[src/rtl/regfile_sb.sv]
// Parametrised register file with pending-write scoreboard.
// Two combinational read ports, one write port, optional R0 and bypass.
module regfile_sb #(
  parameter int DATA_W  = 16,
  parameter int ADDR_W  = 3,
  parameter int ZERO_R0 = 0,
  parameter int BYPASS  = 1
) (
  input  logic              clk,
  input  logic              reset,
  input  logic [DATA_W-1:0] data_in,
  input  logic [ADDR_W-1:0] writenum,
  input  logic              write,
  input  logic [ADDR_W-1:0] readnum1,
  input  logic [ADDR_W-1:0] readnum2,
  input  logic              reserve,
  input  logic [ADDR_W-1:0] reservenum,
  output logic [DATA_W-1:0] data_out1,
  output logic [DATA_W-1:0] data_out2,
  output logic              busy1,
  output logic              busy2,
  output logic              any_busy
);

  localparam int DEPTH = 2 ** ADDR_W;
  localparam bit ZR    = (ZERO_R0 != 0);
  localparam bit BP    = (BYPASS != 0);

  logic [DATA_W-1:0] regs [DEPTH];
  logic [DEPTH-1:0]  pend;
  logic [DEPTH-1:0]  pend_nxt;

  logic wr_ok;
  logic rs_ok;
  logic zero1;
  logic zero2;
  logic hit1;
  logic hit2;
  logic fwd1;
  logic fwd2;

  assign wr_ok = write & ~(ZR & (writenum == '0));
  assign rs_ok = reserve & ~(ZR & (reservenum == '0));

  always_ff @(posedge clk) begin
    if (reset) begin
      for (int i = 0; i < DEPTH; i++) begin
        regs[i] <= '0;
      end
    end else if (wr_ok) begin
      regs[writenum] <= data_in;
    end
  end

  // Reserve applied after the clear: a new producer wins over a retiring one.
  always_comb begin
    pend_nxt = pend;
    if (write) begin
      pend_nxt[writenum] = 1'b0;
    end
    if (rs_ok) begin
      pend_nxt[reservenum] = 1'b1;
    end
  end

  always_ff @(posedge clk) begin
    if (reset) begin
      pend <= '0;
    end else begin
      pend <= pend_nxt;
    end
  end

  assign zero1 = ZR & (readnum1 == '0);
  assign zero2 = ZR & (readnum2 == '0);
  assign hit1  = BP & write & (writenum == readnum1);
  assign hit2  = BP & write & (writenum == readnum2);
  assign fwd1  = hit1 & ~reset & ~zero1;
  assign fwd2  = hit2 & ~reset & ~zero2;

  always_comb begin
    data_out1 = regs[readnum1];
    unique case (1'b1)
      zero1:   data_out1 = '0;
      fwd1:    data_out1 = data_in;
      default: data_out1 = regs[readnum1];
    endcase
  end

  always_comb begin
    data_out2 = regs[readnum2];
    unique case (1'b1)
      zero2:   data_out2 = '0;
      fwd2:    data_out2 = data_in;
      default: data_out2 = regs[readnum2];
    endcase
  end

  assign busy1    = pend[readnum1] & ~hit1 & ~zero1;
  assign busy2    = pend[readnum2] & ~hit2 & ~zero2;
  assign any_busy = |pend;

endmodule
[config.mk]
export PLATFORM = sky130hd
export DESIGN_NAME = regfile_sb
export DESIGN_NICKNAME = d
export VERILOG_FILES = /design/src/rtl/regfile_sb.sv
export SDC_FILE = /design/constraint.sdc
export NUM_CORES = 1
export LEC_CHECK = 0
export BUFFER_PORTS_ARGS = -buffer_cell sky130_fd_sc_hd__buf_2
export CORE_MARGIN = 4
export CORE_UTILIZATION = 23
export DETAILED_ROUTE_END_ITERATION = 7
export GPL_TIMING_DRIVEN = 0
export HOLD_SLACK_MARGIN = 0.15
export PLACE_DENSITY = 0.35
export SLEW_MARGIN = 20
export SYNTH_ARGS = -nofsm -noshare
export SYNTH_HDL_FRONTEND = slang
export SYNTH_SLANG_ARGS = --single-unit
[constraint.sdc]
create_clock -name clk -period 6.8 [get_ports clk]
set_input_delay 2.04 -clock clk [delete_from_list [all_inputs] [get_ports clk]]
set_output_delay 2.04 -clock clk [all_outputs]
set_load 0.05 [all_outputs]
; After elaboration in Yosys (flattened, before gate mapping)
; Memory sizes are Yosys's and may differ from the RTL's.
; Cells that the tools add are included.
[op_classes]
n_lt_le_gt_ge = 6
n_bitwise = 12
n_eq_ne = 2
muxes = 20
n_reduce_logical = 4
[ops]
columns = operator, n
row1 = 16-bit two-way mux, 3
row2 = "3-bit by 4-bit < comparator with 1-bit output, second input constant", 4
row3 = 8-bit two-way mux, 2
row4 = 16-bit OR reduction, 1
row5 = 1-bit two-way mux, 10
row6 = 8-bit AND, 1
row7 = 8-bit NOT, 1
row8 = 8-bit OR, 1
row9 = 8-bit OR reduction, 1
row10 = 1-bit AND, 6
row11 = 1-bit binary-select mux with 3-bit select, 2
row12 = 1-bit demux with 3-bit select, 2
row13 = 3-bit == test, 2
row14 = "3-bit by 1-bit >= comparator with 1-bit output, second input constant", 2
row15 = 3-bit two-way mux, 1
row16 = 1-bit NOT, 3
row17 = 1-bit logical AND, 2
[word_totals]
out_inout_bits = 35
memories = 1
reg_bits = 8
mem_bits_rw = 128
[memory_table]
columns = memory, words, word_bits, read_ports, rd_ports_with_merged_regs, wr, line
row1 = regs, 8, 16, 2, 0, 8, 29  ; logic [DATA_W-1:0] regs [DEPTH];

; Logic depth before layout (Yosys ltp)
; Gate-level depths: netlist of the first run.
[depth]
depth_word = 9
ltp_mapped = 6
depth_no_buf = 3

; Least setup slack after synthesis of the first run
; OpenSTA, ideal clock, no wires.
[synth_path]
path_type = in2out
from = input port readnum1[1]
to = output port busy1
slack_ns = 1.063
cell_stages = 5
arrival_time_ns = 3.697
n_path_buf = 2
path_cell_list = clkbuf_1 > clkbuf_1 > mux4_1 > mux2i_1 > a41oi_1
[synth_between]
elab_chain_cells = 4
elab_cells_between_ends = 6
classes_between = 1 x eq/ne / 2 x mux / 3 x bitwise
[synth_lines]
columns = element, line
row1 = "start, declared", 14  ; input logic [ADDR_W-1:0] readnum1,
row2 = "parallel branches: the longest is 3 deep, another holds 1-bit binary-select mux with 3-bit select", -
row3 = 1-bit AND *, 99  ; assign busy1 = pend[readnum1] & ~hit1 & ~zero1;
row4 = "end, declared", 20  ; output logic busy1,
; Mark *: on every way between the ends. The select of a mux whose other input is x is not followed.

; Worst setup path in the final report of the first run
[layout_path]
from = input port readnum1[1]
to = output port data_out1[11]
[layout_between]
elab_chain_cells = 4
elab_cells_between_ends = 5
classes_between = 1 x eq/ne / 1 x mux / 2 x bitwise / 1 x memory
[layout_lines]
columns = element, line
row1 = 3-bit == test, 76  ; assign hit1 = BP & write & (writenum == readnum1);
row2 = 1-bit AND, 76
row3 = 1-bit AND, 78  ; assign fwd1 = hit1 & ~reset & ~zero1;
row4 = 16-bit two-way mux *, 83  ; unique case (1'b1)
row5 = "end, declared", 18  ; output logic [DATA_W-1:0] data_out1,
; Every way passes the cells marked *; elsewhere a longest branch is shown, timed or not.

==> results.json, run 1 <==
{
  "tritoncts": "yes",
  "grt_max_degree": 18,
  "rsz0062_at_grt": "no",
  "area_delta_synth_final_pct": 20.1,
  "post-cts-setup-buffers": 0,
  "synth_area_um2": 7990,
  "ys_ff_latch": 136,
  "ant_nets": 0,
  "hpwl_mm": 17.2,
  "fin_worst_skew_ns": 0,
  "cts-root-buf": "clkbuf_16",
  "drtPass1Iterations": 4,
  "setup_viol": 0,
  "synth_nets": 529,
  "ys_warn_count": 0,
  "htree_levels": 4,
  "required_ns": 4.76,
  "synth_cell_type_count": 35,
  "num_vias": 4743,
  "worst_ep_arrival_time_ns": 4.61,
  "nNetsFinal": 611,
  "numPortBuffers": 59,
  "clkLatencyLatePin_ns": 0.42,
  "synth_cells": 497,
  "min_path_type": "reg2reg",
  "cts_inserted_buffers": 17,
  "drc": 0,
  "final_cell_area_um2": 9590,
  "synth.yosys.seq_area_share": 0.501,
  "layout-drive-gt1-share": 0.326,
  "report.final.slew_viol_count": 0,
  "dpl-instance-area_um2": 8970,
  "first_iter_violations": 174,
  "die-area_um2": 37800,
  "dpl.cell_count": 1008,
  "gp_congestion": 0.725,
  "fp.dieW_um": 194,
  "worst_slack_ns": 0.147,
  "grt_pass1_wl_mm": 37.5,
  "avgSynthCellArea_um2": 16.1,
  "routedWlPerCell_um": 24.9,
  "grt_usage": 0.139,
  "cts_buffer_depth": 2,
  "initial_core_util": 0.236,
  "end_kind": "output port",
  "setup_tns_ns": 0,
  "max-cap-violations": 0,
  "die_h_um": 194,
  "hold_viol_final": 0,
  "rows": 67,
  "num_io_pins": 67,
  "outcome": "complete, no violations",
  "worstMarginPinSlew_ns": 1.08,
  "fmax_mhz": 150,
  "stdcell_count": 1042,
  "finalCritPeriodShare": 0.978,
  "grt_pass1_vias": 5279,
  "leakage_nw": 3.57,
  "core-area_um2": 33900,
  "min_period_ns": 6.65,
  "max_slew_margin": 0.279,
  "overflow": 0,
  "startpoint_type": "primary input",
  "place_ws_ns": 0.0237,
  "antenna_found_initial": 1,
  "clkTransAtPathRegs_ns": 0.07,
  "viasPerCell": 4.55,
  "powerDensity_nw_per_um2": 250,
  "clock-sinks": 136,
  "critPathMaxFanout": 10,
  "drt-total-wl_mm": 25.9,
  "cts_resized": 0,
  "timing_worst_setup_path_type": "in2out",
  "vdd_ir_drop_max_mv": 0.118,
  "postCtsHoldBufs": 0
}
==> final timing paths <==
kind | from | to | slack, ns | cells past startpoint
max | readnum1[1] | data_out1[11] | 0.15 | 6
min | pend[6] | pend[6] | 0.50 | 2
max reg2reg | pend[3] | pend[3] | 6.13 | 2
min reg2reg | pend[6] | pend[6] | 0.50 | 2
==> Yosys cell counts <==
library cell | count | area, um2
xnor2_1 | 6 | 52.6
mux2i_1 | 2 | 20.0
buf_6 | 12 | 135
nor2b_1 | 3 | 18.8
buf_2 | 4 | 20.0
nand2_1 | 5 | 18.8
nor4_1 | 2 | 12.5
mux2_4 | 10 | 150
edfxtp_1 | 128 | 3840
o21bai_1 | 3 | 22.5
nor3_2 | 1 | 10.0
nor3_1 | 1 | 5.00
and2_1 | 128 | 801
mux4_1 | 63 | 1660
o32ai_1 | 3 | 26.3
o22ai_1 | 2 | 12.5
nand2b_1 | 3 | 18.8
nor3b_1 | 1 | 7.51
or3b_2 | 1 | 8.76
nand3b_1 | 3 | 22.5
nor2_1 | 9 | 33.8
buf_4 | 1 | 7.51
a41oi_1 | 2 | 17.5
a21o_1 | 1 | 7.51
mux4_2 | 5 | 113
nand4_2 | 2 | 25.0
clkbuf_1 | 17 | 63.8
a31o_2 | 3 | 26.3
inv_1 | 9 | 33.8
nand3_1 | 1 | 5.00
a21oi_1 | 1 | 5.00
a22o_1 | 1 | 8.76
o21ai_0 | 2 | 10.0
mux2_2 | 54 | 608
dfxtp_1 | 8 | 160
==> sequential cells by signal, summed over array words and instances (netlist names) <==
| register | flops |
|---|---|
| regs | 128 |
| pend | 8 |
==> cell families after synthesis <==
kind of cell	Yosys count	synth area share
AOI/OAI and AO/OA	18	0.0171
xor gates and xnor gates	6	0.00658
buffers and inverters	43	0.0326
DFF	136	0.501
muxes	134	0.319
and+or+nand+nor	160	0.124
==> metrics by stage <==
step | hold WS, ns | total power [mW] | utilization
after detailed placement | 0.486 | 1.46 | 0.265
after global placement | 0.474 | 1.44 | 0.261
after CTS | 0.496 | 2.43 | 0.283
after floorplan | 0.450 | 1.31 | -
after global routing | 0.535 | 2.50 | 0.283
final | 0.496 | 2.40 | 0.283
==> layout make-up <==
cell class,count,area (um2)
antenna,2,5.00
buffer,34,228
timing repair buffer,63,389
multi-input combinational,318,3760
inverter,9,33.8
sequential,136,4000
clock inverter,15,185
fill,3459,24300
tap,448,561
clock buffer,17,425
==> worst max-delay path: stages <==
cell,delay (ns)
clkbuf_1,0.61
clkbuf_1,0.74
mux4_1,0.43
mux2_2,0.29
mux2_2,0.27
buf_2,0.22
==> metal layers <==
metal,GRT usage,share of wire,up-vias
met5,0,0.00050,-
met4,0.0245,0.0068,2
met3,0.0279,0.028,15
met2,0.244,0.51,91
met1,0.180,0.46,2477
li1,-,-,2158
==> cells in the final DEF, fill, tap and decap left out, types with 2 or more instances in the layout <==
cell type and n:
buf_16 3, nand3b_1 3, diode_2 2, nor2_1 9, nand4_2 2, mux4_1 63
mux2_4 10, nor3_2 2, nand2_1 5, dfxtp_1 8, buf_6 13, nand2b_1 3
clkinv_2 2, inv_1 9, a41oi_1 2, xnor2_1 6, nor4_1 2, clkinvlp_4 2
mux4_2 5, and2_1 128, mux2i_1 2, o22ai_1 2, nor2b_1 3, o21bai_4 3
a31o_2 3, clkbuf_16 17, o21ai_0 2, clkbuf_1 16, edfxtp_1 128, o32ai_1 3
buf_2 63, bufinv_16 3, inv_6 7, mux2_2 54
==> power by group <==
group / internal (mW) / switching [mW]
sequential: 0.970 / 0.0220
combinational: 0.170 / 0.267
clock: 0.584 / 0.387
No activity file was read; power rests on OpenSTA's default activity.
==> run 2, diff against run 1 <==
--- a/config.mk
+++ b/config.mk
@@ -11,7 +11,8 @@
 export DETAILED_ROUTE_END_ITERATION = 7
 export GPL_TIMING_DRIVEN = 0
 export HOLD_SLACK_MARGIN = 0.15
-export PLACE_DENSITY = 0.35
+export PLACE_DENSITY = 0.36
+export REMOVE_ABC_BUFFERS = 1
 export SLEW_MARGIN = 20
 export SYNTH_ARGS = -nofsm -noshare
 export SYNTH_HDL_FRONTEND = slang
==> constraint.sdc (replaced) <==
create_clock -name clk -period 5.9 [get_ports clk]
set_input_delay 1.77 -clock clk [delete_from_list [all_inputs] [get_ports clk]]
set_output_delay 1.77 -clock clk [all_outputs]
set_load 0.05 [all_outputs]
==> run 2 against run 1 <==
Setup slack improved by 0.11 ns. Sequential cell count did not move. Routed wire length fell by 7.0%. Sequential share of layout area rose by 0.51 points. Register-to-register slack got worse by 0.90 ns. Highest routed layer is now met4.
==> results.json, run 2 (same netlist as run 1, synthesis figures left out) <==
{
  "cts_inserted_buffers": 17,
  "cts_buffer_depth": 2,
  "clkTransAtPathRegs_ns": 0.06,
  "numPortBuffers": 66,
  "r2r_cells": 2,
  "overflow": 0,
  "max-cap-violations": 0,
  "outcome": "complete, no violations",
  "viasPerCell": 4.56,
  "end_kind": "output port",
  "worstPathBufferInverterCount": 2,
  "worst_ep_arrival_time_ns": 3.87,
  "post-cts-setup-buffers": 0,
  "rsz0062_at_grt": "no",
  "reg2reg_from": "pend[0]",
  "worst_slack_ns": 0.259,
  "leakage_nw": 3.50,
  "rr_endpoint": "pend[0]",
  "place_ws_ns": -0.541,
  "critPathTopFamily": "buffers and inverters",
  "antenna_found_initial": 1,
  "rows": 67,
  "drc": 0,
  "finalPower_mw": 2.64,
  "critPathMaxFanout": 35,
  "startpoint": "readnum1[0]",
  "timing_worst_setup_path_type": "in2out",
  "critPathSlowestCell": "buf_4",
  "startpoint_type": "primary input",
  "die-area_um2": 37800,
  "cts-root-buf": "clkbuf_16",
  "crit_chain": "buf_4, xnor2_1, nand4_4, mux2_2, buf_2",
  "min_path_type": "reg2reg",
  "setup_viol": 0,
  "hpwl_mm": 15.1,
  "grt_usage": 0.128,
  "stdcell_count": 1023,
  "dpl-instance-area_um2": 8900,
  "worstMarginPinSlew_ns": 0.987,
  "num_io_pins": 67,
  "core-area_um2": 33900,
  "finalCritPeriodShare": 0.956,
  "setup_tns_ns": 0,
  "crit_end": "data_out1[4]",
  "mostFrequentLayoutCells": "and2_1, edfxtp_1, mux4_1",
  "grt_pass1_wl_mm": 34.8,
  "max_slew_margin": 0.341,
  "postCtsHoldBufs": 0,
  "fp.dieW_um": 194,
  "holdWs_ns": 0.503,
  "required_ns": 4.13,
  "grt_pass1_vias": 5127,
  "first_iter_violations": 383,
  "grt_max_degree": 36,
  "vdd_ir_drop_max_mv": 0.165,
  "area_delta_synth_final_pct": 18.7,
  "layout-drive-gt1-share": 0.332,
  "min_period_ns": 5.64,
  "final_cell_area_um2": 9480,
  "fin_worst_skew_ns": 0,
  "final_core_util": 0.280,
  "clkLatencyLatePin_ns": 0.42,
  "fmax_mhz": 177,
  "htree_levels": 4,
  "hold_viol_final": 0,
  "tritoncts": "yes",
  "reg_top3": "regs (128), pend (8)",
  "num_vias": 4662,
  "routedWlPerCell_um": 23.6,
  "drtPass1Iterations": 4,
  "r2r_setup_slack_ns": 5.23,
  "top_register": "regs",
  "nNetsFinal": 592,
  "cp.depth": 5,
  "gp_congestion": 0.673,
  "dpl.cell_count": 989,
  "die_h_um": 194,
  "drt-total-wl_mm": 24.1,
  "cts_resized": 4,
  "largest_register_ff_count": 128,
  "ant_nets": 0,
  "hold_depth": 2,
  "slowest_delay_ns": 0.55,
  "clock-sinks": 136,
  "report.final.slew_viol_count": 0,
  "initial_core_util": 0.236,
  "powerDensity_nw_per_um2": 278
}
[run 2: cell count changes in the layout (fill, tap and decap cells not counted), sizes merged]
cell	before	now
clkbuf	34	19
clkinv	3	10
inv	16	9
buf	80	78
bufinv	3	2
clkinvlp	2	1
[run 2: how the worst min path moves through the flow]
| stage | to | start |
|---|---|---|
| after floorplan | pend[6] | pend[6] |
| after global routing | pend[6] | pend[6] |
| after global placement | pend[6] | pend[6] |
| after detailed placement | pend[4] | pend[4] |
| after CTS | pend[6] | pend[6] |
| final | pend[7] | pend[7] |
[run 2: worst reg2reg max path, stage by stage (launching register included)]
cell and delay [ns]:
dfxtp_1 0.39, inv_1 0.05, o21ai_0 0.15
[run 2: final cells by class]
class / instances / area, um2
Inverter: 9 / 33.8
Multi-Input combinational cell: 318 / 3800
Sequential cell: 136 / 4000
Fill cell: 3477 / 24400
Clock buffer: 19 / 433
Antenna cell: 2 / 5.00
Tap cell: 448 / 561
Clock inverter: 13 / 111
Timing Repair Buffer: 78 / 528
[run 2: per-layer routing]
| metal | share of wire | vias up | GRT usage |
|---|---|---|---|
| met3 | 0.031 | 15 | 0.0222 |
| met5 | 0 | - | 0 |
| met4 | 0.013 | 0 | 0.0354 |
| li1 | - | 2113 | - |
| met1 | 0.44 | 2436 | 0.164 |
| met2 | 0.51 | 98 | 0.224 |
[run 2: power by group]
group	internal, mW	leakage, nW	switching (mW)
Clock	0.610	0.268	0.394
Sequential	1.12	1.30	0.0253
Combinational	0.189	1.93	0.302
Total	1.92	3.50	0.720
